===== src/rtl/coeff_stream_reader_pkg.sv =====
// Shared ECG datapath definitions: bus widths, reader FSM states and
// the circular address step used by both the read and write address units.
package ecg_pkg;

  localparam int DATA_W = 32;
  localparam int ADDR_W = 10;

  typedef enum logic [1:0] {
    IDLE,
    READ,
    DRAIN,
    DONE
  } state_t;

  // Next address in a circular buffer of 'depth' words.
  // Wraps at depth-1 even when depth is not a power of two.
  function automatic int unsigned next_addr(
    input int unsigned addr,
    input int unsigned depth
  );
    return (addr + 32'd1 >= depth) ? 32'd0 : addr + 32'd1;
  endfunction

endpackage


===== src/rtl/coeff_stream_reader_if.sv =====
// RAM read port plus output stream of the coefficient reader.
// master: reader side (drives rd_en/rd_addr/dout/dout_valid); slave: RAM + sink.
interface coeff_stream_reader_if #(
  parameter int DATA_W = ecg_pkg::DATA_W,
  parameter int ADDR_W = ecg_pkg::ADDR_W
);

  logic              rd_en;
  logic [ADDR_W-1:0] rd_addr;
  logic [DATA_W-1:0] rd_data;
  logic [DATA_W-1:0] dout;
  logic              dout_valid;
  logic              dout_ready;

  modport master (
    output rd_en,
    output rd_addr,
    input  rd_data,
    output dout,
    output dout_valid,
    input  dout_ready
  );

  modport slave (
    input  rd_en,
    input  rd_addr,
    output rd_data,
    input  dout,
    input  dout_valid,
    output dout_ready
  );

endinterface


===== src/rtl/coeff_stream_reader_skid_fifo2.sv =====
// Two-entry FIFO absorbing the RAM read latency.
// Ports: clk, rst_n, i_push/i_push_data, i_pop, o_count, o_head.
module skid_fifo2 #(
  parameter int DATA_W = 32
) (
  input  logic              clk,
  input  logic              rst_n,
  input  logic              i_push,
  input  logic [DATA_W-1:0] i_push_data,
  input  logic              i_pop,
  output logic [1:0]        o_count,
  output logic [DATA_W-1:0] o_head
);

  logic [DATA_W-1:0] r_mem [2];
  logic              r_wr_ptr;
  logic              r_rd_ptr;
  logic [1:0]        r_count;

  always_ff @(posedge clk) begin
    if (!rst_n) begin
      r_mem[0] <= '0;
      r_mem[1] <= '0;
      r_wr_ptr <= 1'b0;
      r_rd_ptr <= 1'b0;
      r_count  <= 2'd0;
    end else begin
      if (i_push) begin
        r_mem[r_wr_ptr] <= i_push_data;
        r_wr_ptr        <= ~r_wr_ptr;
      end
      if (i_pop) begin
        r_rd_ptr <= ~r_rd_ptr;
      end
      case ({i_push, i_pop})
        2'b10:   r_count <= r_count + 2'd1;
        2'b01:   r_count <= r_count - 2'd1;
        default: r_count <= r_count;
      endcase
    end
  end

  assign o_count = r_count;
  assign o_head  = r_mem[r_rd_ptr];

endmodule


===== src/rtl/coeff_stream_reader.sv =====
// Reads a block of len words from a circular RAM starting at base_addr
// and streams them out. Ports: clk, rst_n, bus (RAM port + stream), start/base_addr/len, busy, done.
module coeff_stream_reader
  import ecg_pkg::*;
#(
  parameter int DATA_W = ecg_pkg::DATA_W,
  parameter int ADDR_W = ecg_pkg::ADDR_W,
  parameter int DEPTH  = 1024
) (
  input  logic              clk,
  input  logic              rst_n,
  coeff_stream_reader_if.master bus,
  input  logic              start,
  input  logic [ADDR_W-1:0] base_addr,
  input  logic [ADDR_W:0]   len,
  output logic              busy,
  output logic              done
);

  state_t            r_state;
  state_t            w_next;
  logic [ADDR_W-1:0] r_addr;
  logic [ADDR_W:0]   r_len;
  logic [ADDR_W:0]   r_issued;
  logic              r_inflight;

  logic              w_start_ok;
  logic              w_issue;
  logic              w_room;
  logic              w_pop;
  logic              w_valid;
  logic [1:0]        w_count;
  logic [DATA_W-1:0] w_head;

  assign w_start_ok = (r_state == IDLE) && start;
  assign w_valid    = (w_count != 2'd0);
  assign w_pop      = w_valid && bus.dout_ready;

  // A pop in this cycle frees a slot for the word that lands two
  // cycles later, which is what keeps back-to-back throughput.
  assign w_room = ((w_count + {1'b0, r_inflight}) < 2'd2) || w_pop;

  always_comb begin
    w_next  = r_state;
    busy    = 1'b0;
    done    = 1'b0;
    w_issue = 1'b0;
    unique case (r_state)
      IDLE: begin
        if (start) begin
          w_next = (len == '0) ? DONE : READ;
        end
      end
      READ: begin
        busy    = 1'b1;
        w_issue = (r_issued < r_len) && w_room;
        if (w_issue && (r_issued + 1'b1 == r_len)) begin
          w_next = DRAIN;
        end
      end
      DRAIN: begin
        busy = 1'b1;
        // Finishes in the cycle of the final handshake.
        if (!r_inflight &&
            (w_count == 2'd0 || (w_count == 2'd1 && w_pop))) begin
          w_next = DONE;
        end
      end
      DONE: begin
        done   = 1'b1;
        w_next = IDLE;
      end
      default: w_next = IDLE;
    endcase
  end

  always_ff @(posedge clk) begin
    if (!rst_n) begin
      r_state    <= IDLE;
      r_addr     <= '0;
      r_len      <= '0;
      r_issued   <= '0;
      r_inflight <= 1'b0;
    end else begin
      r_state    <= w_next;
      r_inflight <= w_issue;
      if (w_start_ok) begin
        r_addr   <= base_addr;
        r_len    <= len;
        r_issued <= '0;
      end else if (w_issue) begin
        r_addr   <= ADDR_W'(next_addr(32'(r_addr), DEPTH));
        r_issued <= r_issued + 1'b1;
      end
    end
  end

  skid_fifo2 #(
    .DATA_W (DATA_W)
  ) u_skid (
    .clk         (clk),
    .rst_n       (rst_n),
    .i_push      (r_inflight),
    .i_push_data (bus.rd_data),
    .i_pop       (w_pop),
    .o_count     (w_count),
    .o_head      (w_head)
  );

  assign bus.rd_en      = w_issue;
  assign bus.rd_addr    = r_addr;
  assign bus.dout_valid = w_valid;
  assign bus.dout       = w_valid ? w_head : '0;

endmodule

===== src/flat_wrapper.sv =====
// flat-port wrapper written by rule: the top's interface ports become plain ports
module coeff_stream_reader_flat import ecg_pkg::*;
#(
  parameter int DATA_W = ecg_pkg::DATA_W,
  parameter int ADDR_W = ecg_pkg::ADDR_W,
  parameter int DEPTH  = 1024
)
  (clk, rst_n, start, base_addr, len, busy, done, bus_rd_en, bus_rd_addr, bus_rd_data, bus_dout, bus_dout_valid, bus_dout_ready);
  coeff_stream_reader_if #(.DATA_W(DATA_W), .ADDR_W(ADDR_W)) bus_i ();
  input  logic clk;
  input  logic rst_n;
  input  logic start;
  input  logic [ADDR_W-1:0] base_addr;
  input  logic [ADDR_W:0] len;
  output logic busy;
  output logic done;
  output wire logic [$bits(bus_i.rd_en)-1:0] bus_rd_en;
  output wire logic [$bits(bus_i.rd_addr)-1:0] bus_rd_addr;
  input wire logic [$bits(bus_i.rd_data)-1:0] bus_rd_data;
  output wire logic [$bits(bus_i.dout)-1:0] bus_dout;
  output wire logic [$bits(bus_i.dout_valid)-1:0] bus_dout_valid;
  input wire logic [$bits(bus_i.dout_ready)-1:0] bus_dout_ready;
  assign bus_rd_en = bus_i.rd_en;
  assign bus_rd_addr = bus_i.rd_addr;
  assign bus_i.rd_data = bus_rd_data;
  assign bus_dout = bus_i.dout;
  assign bus_dout_valid = bus_i.dout_valid;
  assign bus_i.dout_ready = bus_dout_ready;
  coeff_stream_reader #(.DATA_W(DATA_W), .ADDR_W(ADDR_W), .DEPTH(DEPTH)) u_core (.clk(clk), .rst_n(rst_n), .bus(bus_i), .start(start), .base_addr(base_addr), .len(len), .busy(busy), .done(done));
endmodule

===== config.mk =====
export PLATFORM = sky130hd
export DESIGN_NAME = coeff_stream_reader_flat
export DESIGN_NICKNAME = d
export VERILOG_FILES = /design/src/rtl/coeff_stream_reader_pkg.sv /design/src/rtl/coeff_stream_reader_if.sv /design/src/rtl/coeff_stream_reader_skid_fifo2.sv /design/src/rtl/coeff_stream_reader.sv /design/src/flat_wrapper.sv
export SDC_FILE = /design/constraint.sdc
export NUM_CORES = 1
export LEC_CHECK = 0
export BUFFER_PORTS_ARGS = -buffer_cell sky130_fd_sc_hd__buf_4
export CAP_MARGIN = 20
export CORE_ASPECT_RATIO = 0.8
export CORE_MARGIN = 10
export CORE_UTILIZATION = 60
export DETAILED_ROUTE_END_ITERATION = 10
export GPL_TIMING_DRIVEN = 0
export PLACE_DENSITY = 0.95
export SLEW_MARGIN = 25
export SYNTH_ARGS = -nofsm -noshare
export SYNTH_HDL_FRONTEND = slang
export SYNTH_HIERARCHICAL = 1
export SYNTH_SLANG_ARGS = --single-unit

===== constraint.sdc =====
create_clock -name clk -period 3.6 [get_ports clk]
set_clock_uncertainty 0.05 [all_clocks]
set_input_delay 0.72 -clock clk [delete_from_list [all_inputs] [get_ports clk]]
set_output_delay 0.72 -clock clk [all_outputs]
set_load 0.1 [all_outputs]

Yosys cells after proc, flatten, opt, wreduce, memory -nomap -nowiden --
Memories as Yosys holds them, arrays and structs flattened. A register that Yosys moved wholly into a read port is not among the register bits. Index checks and enable logic that the tools add are counted.
Storage, ports and cells: bits in registers 39, bits in writable memories 64, bits of input ports 57, output and inout bits 46, logic and storage cells 71, memories kept 1
Cells by class: add/sub/neg operators 5, $lt $le $gt $ge 3, eq/ne operators 10, mux-type cells 22, bitwise operators 3, reduce and logical (&&, ||, !) cells 19
Memories:
- u_core.u_skid.r_mem | words 2, width 32, read ports 1, clocked after Yosys merged registers in 1, write ports 2, RTL line coeff_stream_reader_skid_fifo2.sv:15 | logic [DATA_W-1:0] r_mem [2];
Operators with widths (number):
- $mux 32 | 2
- $reduce_or 32->1 | 1
- $mux 10 | 3
- $add 10x1->11 const B | 1
- $add 11x1->11 const B | 1
- $eq 11x11->1 | 1
- $ge 11x11->1 const B | 1
- $logic_not 11->1 | 1
- $lt 11x11->1 | 1
- $mux 1 | 11
- $mux 2 | 4
- $pmux 2 s4 | 1
- $eq 2x1->1 const B | 3
- $eq 2x2->1 const B | 3
- $logic_and 1x1->1 | 6
- $reduce_bool 2->1 | 3
- $logic_not 2->1 | 2
- $ne 2x1->1 const B | 2
- $pmux 2 s2 | 1
- $reduce_or 2->1 | 2
- $not 1->1 | 3
- $reduce_and 3->1 | 1
- $add 2x1->2 | 1
- $add 2x1->2 const B | 1
- other kinds (5) | 6

Longest topological paths before layout --
Gate-level depths: netlist of the first run.
word-level depth 7, mapped depth 10, gate-level depth less buffers 9

Cells and area by module --
Netlist of the first run, hierarchy kept.
Modules (own cells, without submodules):
- skid_fifo2 | instances 1, cells an instance 229, area an instance 2927.8 um^2, sequential area each 2021.9 um^2
- coeff_stream_reader | instances 1, cells an instance 326, area an instance 2493.6 um^2, sequential area each 700.7 um^2

Least setup slack after synthesis of the first run --
Ideal clock, no wire load.
kind reg-to-output, start point reg (tool-made name), end point out bus_dout[1], data arrival time 2136 ps, data required time 2830 ps, slack 694 ps, cell stages (with the launch flop) 5, buffers on the path 2, cell sequence dfxtp_1 > clkbuf_2 > buf_4 > mux2_2 > nor2b_1
RTL lines:
- end, declared | RTL line flat_wrapper.sv:20 | output wire logic [$bits(bus_i.dout)-1:0] bus_dout;

Worst setup path after layout of the first run --
start point reg u_core.r_len[8], end point out bus_rd_en
Between the ends: word-level cells in the longest chain between the ends 3
Ends and longest elaborated chain:
- start, declared | RTL line coeff_stream_reader.sv:23 | logic [ADDR_W:0] r_len;
- start signal, assigned | RTL line coeff_stream_reader.sv:89 | r_len <= len;
- $lt 11x11->1 | RTL line coeff_stream_reader.sv:56 | w_issue = (r_issued < r_len) && w_room;
- $logic_and 1x1->1 | RTL line coeff_stream_reader.sv:56
- $mux 1 | RTL line coeff_stream_reader.sv:48 | unique case (r_state)
- end, declared | RTL line flat_wrapper.sv:17 | output wire logic [$bits(bus_i.rd_en)-1:0] bus_rd_en;
No other way between the ends.

==> results.py, run 1 <==
metrics = {
    "run_status": {
        "outcome": "finished clean",
    },
    "setup_path": {
        "critPathMostFrequentCell": "a21o_1",
        "critPathKind": "flip-flop to primary output",
        "crit_family": "compound AO/OA/AOI/OAI gates",
        "start_kind": "flip-flop",
        "cpPeakStageDelay_ns": 0.46,
        "crit_path_max_fanout": 10,
        "critPathRequiredTime_ns": 2.83,
        "critPathBufInv": 4,
        "worstPathArrival_ns": 2.70,
        "slowest_stage": "a2111oi_4",
        "cp-end-kind": "primary output",
        "crit_chain": "inv_1 -> ha_1 -> a21o_1 -> a21o_1 -> a2111oi_4 -> nand2_1 -> buf_4 -> inv_2 -> buf_6",
    },
    "clock_tree": {
        "clock_sinks": 104,
        "cts_buffers": 9,
        "post_cts_buffers": 0,
        "cts_hold_buf": 0,
        "cts_resized": 0,
        "clk_path_buf_depth": 2,
        "clkLatencyLatePin_ns": 0.34,
        "cts_tree": "yes",
        "root_buffer": "clkbuf_16",
        "htreeDepth": 3,
        "clkTransAtPathRegs_ns": 0.07,
    },
    "power_and_ir_drop": {
        "p_per_area_mw_per_mm2": 674,
        "leakage_nw": 2.69,
        "vdd_ir_drop_max_uv": 563,
    },
    "yosys": {
        "ys_top_cells_by_count": "nor2_1, nand2_1, edfxtp_1, dfxtp_1, nor2b_1",
        "synth_cell_types": 48,
        "yosysSeqAreaShare_pct": 50.2,
        "async_reset_ff_share_pct": 0,
        "synth_most_common_cell": "nor2_1",
        "synth_edf_count": 64,
        "yosysWarnings": 6,
        "avgSynthCellArea_um2": 9.77,
        "synth.area.top_cells": "edfxtp_1, dfxtp_1, mux2_2",
        "ys.flop_type": "edfxtp_1",
        "syn_area_mm2": 0.00542,
        "synth_top_area_share_pct": 35.4,
        "synth_nets": 631,
        "synth_cells": 555,
        "yosys.area.top_type": "edfxtp_1",
        "synth_seq_cells": 104,
    },
    "place": {
        "portBuffers": 102,
        "place_area_mm2": 0.00633,
        "place_congestion": 0.929,
        "dp_slack_ns": 0.417,
        "hpwl_mm": 10.2,
    },
    "route": {
        "wl_mm": 14.3,
        "ant_nets": 0,
        "drt-initial-drc-count": 423,
        "dr_total_vias": 4638,
        "drc": 0,
        "dr.pass1.iters": 8,
        "wire_per_inst_um": 18.3,
        "vias_per_cell": 5.91,
    },
    "timing": {
        "timing.hold.ws_ns": 0.442,
        "drv_slew": 0,
        "maxSlewHeadroom_pct": 44.9,
        "rsz0062_at_grt": "false",
        "layout_setup_ws_ns": 0.131,
        "finalCriticalPeriod_ns": 3.47,
        "setup-violations-final": 0,
        "setup_tns_ns": 0,
        "fmax_mhz": 288,
        "final-hold-violation-count": 0,
        "tightest_slew_ns": 0.823,
        "finalCritPeriodShare_pct": 96.4,
    },
    "cells_and_area": {
        "diodes": 0,
        "drive_above_1_share_pct": 25.3,
        "layout.nets": 744,
        "fin_area_mm2": 0.00662,
        "finish.utilization_pct": 76.7,
        "synthToLayoutAreaGrowth_pct": 22.1,
    },
    "floorplan": {
        "die_y_um": 105,
        "rows": 30,
        "ios": 103,
        "die_x_um": 126,
        "die-area_mm2": 0.0133,
        "floorplan.initialDensity_pct": 62.8,
        "core_area_mm2": 0.00863,
    },
    "run": {
        "cap_violations": 0,
    },
    "global_route": {
        "overflow": 0,
        "antenna_found_initial": 0,
        "grt_max_degree": 33,
        "groute.usage.overall_pct": 20.9,
        "grt_pass1_wl_mm": 23.1,
        "grt_pass1_vias": 4812,
    },
    "min_path": {
        "min_path_type": "flip-flop to flip-flop",
    },
}
[sequential cells by signal, indices dropped and copies added (netlist names), named ones only]
| register | cells |
|---|---|
| u_core/u_skid/r_mem | 64 |
| u_core/r_issued | 11 |
| u_core/r_len | 11 |
| u_core/bus.rd_addr | 10 |
| u_core/r_state | 2 |
| u_core/u_skid/o_count | 2 |
| u_core/r_inflight | 1 |
| u_core/u_skid/r_rd_ptr | 1 |
| u_core/u_skid/r_wr_ptr | 1 |
[kinds of logic (layout without fill, tap and decap cells)]
kind of cell	Yosys count	after routing	synth area share (%)
xor+xnor	32	32	5.17
mux	34	34	7.02
buf+inv	52	170	4.13
flops	104	104	50.2
simple gates	257	257	22.1
fa+ha+maj	19	19	4.38
compound gates	57	57	6.95
[tightest hold or removal path, cell delays in order (launching register included)]
cell and delay, ns:
dfxtp_1 0.33, nand2_1 0.06, a21oi_1 0.05
[layer usage]
layer	wire (um)	track usage (%)	up-vias
met5	0	0	-
met2	7280	37.5	248
met3	1150	4.70	41
li1	-	-	2132
met4	276	5.60	0
met1	5630	24.5	2217
[cell usage in the layout (no fill, tap or decap), types with 3 or more instances in the layout]
master / instances
nand3b_1: 3
and4_1: 3
buf_2: 10
o21ai_0: 8
nor3_1: 5
o2111ai_1: 3
or3_1: 3
a21oi_1: 23
nand3_1: 20
dfxtp_1: 40
o31ai_1: 4
ha_1: 19
mux2_2: 30
edfxtp_1: 64
a31oi_1: 4
nor2b_1: 34
xor2_1: 19
nor2_1: 84
nand4_1: 7
and2_1: 6
inv_6: 3
and3_1: 5
nor4_1: 3
inv_1: 20
clkbuf_1: 15
xnor2_1: 13
nand2_1: 75
buf_4: 105
clkbuf_16: 9
[path summary, 6_finish.rpt]
path                         from            endpoint  slack (ns)  cells after the start
hold / removal    u_core/r_len[1]     u_core/r_len[1]        0.44                      2
hold reg to reg   u_core/r_len[1]     u_core/r_len[1]        0.44                      2
setup reg to reg  u_core/r_len[6]  u_core/r_issued[3]        0.97                      9
setup / recovery  u_core/r_len[8]           bus_rd_en        0.13                      9
[through the flow]
stage | power (W) | instances
floorplan | 0.00305 | 555
global placement | 0.00345 | 769
detailed placement | 0.00352 | 769
CTS | 0.00445 | 785
global route | 0.00465 | 785
finish | 0.00446 | 785
[area by class of cell]
type,instances,area [um^2]
Sequential cell,104,2720
Multi-Input combinational cell,399,2480
Fill cell,546,2010
Timing Repair Buffer,102,769
Clock buffer,9,225
Buffer,31,145
Tap cell,112,140
Inverter,21,78.8
Clock inverter,7,60.1
[power by group]
group	internal (W)	total [W]	switching, W
clock	0.000483	0.000934	0.000451
combinational	0.000540	0.00200	0.00146
sequential	0.00143	0.00153	0.000100
total	0.00245	0.00446	0.00201
No activity file was read; power rests on OpenSTA's default activity.
==> run 2: changes to the inputs <==
Clock period 3.6 ns to 4.5 ns, I/O delays scaled along.
==> results.py, run 2 (same netlist as run 1, synthesis figures left out) <==
metrics = {
    "global_route": {
        "grt_pass1_wl_mm": 23.1,
        "grt_max_degree": 33,
        "grt.busiest_layer": "met2",
        "overflow": 0,
        "met3_usage_pct": 4.70,
        "grt_pass1_vias": 4812,
        "met2_usage_pct": 37.5,
        "antenna_found_initial": 0,
        "grt_use_met1_pct": 24.5,
        "groute.usage.overall_pct": 20.9,
    },
    "clock_tree": {
        "htreeDepth": 3,
        "cts_hold_buf": 0,
        "clkLatencyLatePin_ns": 0.34,
        "cts_tree": "yes",
        "clkTransAtPathRegs_ns": 0.07,
        "root_buffer": "clkbuf_16",
        "cts_buffers": 9,
        "cts_resized": 0,
        "clk_path_buf_depth": 2,
        "clock_sinks": 104,
        "post_cts_buffers": 0,
    },
    "setup_path": {
        "worstPathArrival_ns": 2.88,
        "rr_endpoint": "u_core/r_issued[3]",
        "critPathKind": "flip-flop to primary output",
        "crit_start": "u_core/r_issued[6]",
        "start_kind": "flip-flop",
        "r2r_start": "u_core/r_issued[6]",
        "ff2ff_path_depth": 8,
        "critPathRequiredTime_ns": 3.55,
        "crit_path_max_fanout": 10,
        "rrSetupSlack_ns": 1.65,
        "cp-end-kind": "primary output",
    },
    "min_path": {
        "min_to": "u_core/r_len[1]",
        "min_path_type": "flip-flop to flip-flop",
        "hold_depth": 2,
        "min_from": "u_core/r_len[1]",
    },
    "route": {
        "dr.pass1.iters": 5,
        "drt-initial-drc-count": 399,
        "vias_per_cell": 5.88,
        "wire_per_inst_um": 18.3,
        "wl_mm": 14.3,
        "ant_nets": 0,
        "dr_total_vias": 4614,
        "drc": 0,
    },
    "cells_and_area": {
        "regMostFlops": "u_core/u_skid/r_mem",
        "ff_latch_area_mm2": 0.00272,
        "fillers": 546,
        "top_regs": "u_core/u_skid/r_mem x64, u_core/r_issued x11, u_core/r_len x11",
        "diodes": 0,
        "drive_above_1_share_pct": 25.3,
        "final_common_cell": "buf_4",
        "instances_no_fill": 785,
        "layout.nets": 744,
        "layout_common_cells": "buf_4, nor2_1, nand2_1",
        "largest_register_ffs": 64,
        "synthToLayoutAreaGrowth_pct": 22.1,
        "multi_input_area_mm2": 0.00248,
    },
    "timing": {
        "finalCriticalPeriod_ns": 3.83,
        "tightest_slew_ns": 0.824,
        "setup_tns_ns": 0,
        "setup-violations-final": 0,
        "rsz0062_at_grt": "false",
        "timing.hold.ws_ns": 0.438,
        "final-hold-violation-count": 0,
        "finalCritPeriodShare_pct": 85.2,
        "fmax_mhz": 261,
        "maxSlewHeadroom_pct": 44.9,
        "drv_slew": 0,
    },
    "place": {
        "hpwl_mm": 10.2,
        "dpl.cell_count": 769,
        "place_congestion": 0.929,
        "portBuffers": 102,
    },
    "power_and_ir_drop": {
        "leakage_nw": 2.68,
        "p_per_area_mw_per_mm2": 539,
        "vdd_ir_drop_max_uv": 450,
    },
    "floorplan": {
        "ios": 103,
        "floorplan.initialDensity_pct": 62.8,
        "die_x_um": 126,
        "die_y_um": 105,
        "die-area_mm2": 0.0133,
        "core_area_mm2": 0.00863,
        "rows": 30,
    },
    "run_status": {
        "outcome": "finished clean",
    },
    "run": {
        "cap_violations": 0,
    },
}
==> run 2: cell counts in the layout (fill, tap and decap cells not counted) <==
Identical to the previous run, type by type.
==> run 2: worst max-delay path: stages, from the launching register on <==
cell and delay, ns:
dfxtp_1 0.49, ha_1 0.33, a21oi_1 0.15, nand3_1 0.08, o21ai_0 0.63, nand2_1 0.14, buf_4 0.22, inv_2 0.17
buf_4 0.33
==> run 2: per-layer routing <==
layer / routed length, um / vias to the layer above
li1: - / 2125
met1: 5680 / 2223
met2: 7330 / 236
met3: 1100 / 30
met4: 230 / 0
met5: 0 / -
==> run 2: area by class of cell <==
type / count / area share, %
repair buffers: 102 / 11.6
multi-input cells: 399 / 37.5
inverters: 21 / 1.19
plain buffers: 31 / 2.19
well taps: 112 / 2.12
clock buffers: 9 / 3.40
flip-flops and latches: 104 / 41.1
clock inverters: 7 / 0.908
==> run 2: through the flow <==
stage               total power, W  setup WS [ns]  area (um^2)  util (%)
floorplan                  0.00244           1.41         5420         -
detailed placement         0.00281           1.14         6330      73.3
global placement           0.00276           1.20         6330      73.3
CTS                        0.00356          0.745         6620      76.7
finish                     0.00357          0.666         6620      76.7
global route               0.00371          0.499         6620      76.7
==> run 2: power by group <==
group | internal [W] | switching, W
Clock | 0.000386 | 0.000361
Combinational | 0.000429 | 0.00117
Sequential | 0.00114 | 0.0000799
==> run 2: worst max path at each step <==
stage                   to  slack, ns
4_1_cts          bus_rd_en       0.75
6_report         bus_rd_en       0.67
3_3_place_gp     bus_rd_en       1.20
5_1_grt          bus_rd_en       0.50
3_5_place_dp     bus_rd_en       1.14
2_1_floorplan  bus_dout[1]       1.41
==> run 3: changes to the inputs <==
Settings changed: ABC_CLOCK_PERIOD_IN_PS from default to 4500, PLACE_DENSITY 0.95 to 0.81, SLEW_MARGIN 25 to 20.
==> results.py, run 3 (same netlist as run 1, synthesis figures left out) <==
metrics = {
    "route": {
        "ant_nets": 0,
        "wl_mm": 13.8,
        "wire_per_inst_um": 17.5,
        "dr.pass1.iters": 5,
        "drc": 0,
        "vias_per_cell": 5.63,
        "dr_total_vias": 4420,
        "drt-initial-drc-count": 383,
    },
    "timing": {
        "rsz0062_at_grt": "false",
        "drv_slew": 0,
        "fmax_mhz": 256,
        "finalCriticalPeriod_ns": 3.90,
        "final-hold-violation-count": 0,
        "finalCritPeriodShare_pct": 86.8,
        "maxSlewHeadroom_pct": 45.3,
        "setup-violations-final": 0,
        "setup_tns_ns": 0,
        "tightest_slew_ns": 0.818,
    },
    "floorplan": {
        "core_area_mm2": 0.00863,
        "die-area_mm2": 0.0133,
        "ios": 103,
        "floorplan.initialDensity_pct": 62.8,
        "die_x_um": 126,
        "die_y_um": 105,
        "rows": 30,
    },
    "cells_and_area": {
        "multi_input_area_mm2": 0.00248,
        "layout_common_cells": "buf_4, nor2_1, nand2_1",
        "fillers": 588,
        "layout.nets": 744,
        "regMostFlops": "u_core/u_skid/r_mem",
        "diodes": 0,
        "top_regs": "u_core/u_skid/r_mem x64, u_core/r_issued x11, u_core/r_len x11",
        "drive_above_1_share_pct": 25.0,
        "largest_register_ffs": 64,
        "final_common_cell": "buf_4",
        "ff_latch_area_mm2": 0.00272,
        "synthToLayoutAreaGrowth_pct": 23.0,
    },
    "setup_path": {
        "endpoint": "bus_rd_en",
        "critPathKind": "flip-flop to primary output",
        "start_kind": "flip-flop",
        "rrSetupSlack_ns": 1.74,
        "rr_endpoint": "u_core/bus.rd_addr[1]",
        "crit_start": "u_core/r_issued[6]",
        "crit_path_max_fanout": 10,
        "critPathRequiredTime_ns": 3.55,
        "cp-end-kind": "primary output",
        "worstPathArrival_ns": 2.95,
        "ff2ff_path_depth": 8,
        "r2r_start": "u_core/r_issued[6]",
    },
    "clock_tree": {
        "htreeDepth": 3,
        "post_cts_buffers": 0,
        "cts_resized": 0,
        "clk_path_buf_depth": 2,
        "root_buffer": "clkbuf_16",
        "cts_hold_buf": 0,
        "clkTransAtPathRegs_ns": 0.07,
        "cts_buffers": 9,
        "clock_sinks": 104,
        "clkLatencyLatePin_ns": 0.35,
        "cts_tree": "yes",
    },
    "global_route": {
        "grt_pass1_vias": 4465,
        "overflow": 0,
        "groute.usage.overall_pct": 20.0,
        "grt_max_degree": 33,
        "antenna_found_initial": 0,
        "grt_pass1_wl_mm": 21.7,
    },
    "power_and_ir_drop": {
        "leakage_nw": 2.71,
        "vdd_ir_drop_max_uv": 363,
        "p_per_area_mw_per_mm2": 552,
        "totalPowerFinal_w": 0.00368,
    },
    "run": {
        "cap_violations": 0,
    },
    "min_path": {
        "min_path_type": "flip-flop to flip-flop",
    },
    "place": {
        "portBuffers": 102,
        "place_congestion": 0.900,
        "hpwl_mm": 9.89,
    },
    "run_status": {
        "outcome": "finished clean",
    },
}
==> run 3: cell types whose count changed in the layout (fill, tap and decap cells not counted), sizes merged <==
cell	previous run	this run
clkbuf	25	27
clkinv	3	1
inv	25	22
bufinv	0	3
==> run 3: worst min-delay path by stage <==
| stage | start | end | slack (ns) | cells past startpoint |
|---|---|---|---|---|
| floorplan | u_core/r_len[0] | u_core/r_len[0] | 0.39 | 2 |
| finish | u_core/r_len[5] | u_core/r_len[5] | 0.44 | 2 |
| global route | u_core/r_len[0] | u_core/r_len[0] | 0.46 | 2 |
| CTS | u_core/r_len[0] | u_core/r_len[0] | 0.43 | 2 |
| detailed placement | u_core/r_len[0] | u_core/r_len[0] | 0.42 | 2 |
| global placement | u_core/u_skid/r_wr_ptr | u_core/u_skid/r_wr_ptr | 0.41 | 2 |
==> run 3: metal layers <==
| layer | global-route usage (%) | wire length (um) | vias up |
|---|---|---|---|
| met2 | 32.3 | 6510 | 199 |
| li1 | - | - | 2125 |
| met3 | 6.62 | 1130 | 17 |
| met5 | 0 | 0 | - |
| met1 | 25.1 | 6010 | 2079 |
| met4 | 5.11 | 112 | 0 |
==> run 3: through the flow <==
stage | util (%) | setup slack (ns) | instance area (um^2) | std cells | hold slack, ns
2_1_floorplan | - | 1.41 | 5420 | 555 | 0.391
3_3_place_gp | 73.3 | 1.16 | 6330 | 769 | 0.411
3_5_place_dp | 73.3 | 1.03 | 6330 | 769 | 0.420
4_1_cts | 77.2 | 0.633 | 6670 | 785 | 0.429
5_1_grt | 77.2 | 0.392 | 6670 | 785 | 0.462
6_report | 77.2 | 0.596 | 6670 | 785 | 0.439
==> run 3: final cells by class <==
class / instances / share of cell area, %
sequential: 104 / 40.8
multi-input combinational: 399 / 37.2
clock buffer: 11 / 3.49
tap: 112 / 2.10
timing repair buffer: 102 / 11.5
buffer: 31 / 2.18
inverter: 21 / 1.18
clock inverter: 5 / 1.56
==> run 3: report_power, final <==
group	switching (W)	internal (W)
Combinational	0.00115	0.000428
Clock	0.000332	0.000545
Sequential	0.0000804	0.00114
==> run 3: worst max-delay path, cell delays in order, from the launching register on <==
cell,delay (ns)
dfxtp_1,0.46
ha_1,0.32
a21oi_1,0.16
nand3_1,0.12
o21ai_0,0.65
nand2_1,0.17
buf_4,0.23
inv_2,0.17
buf_4,0.33
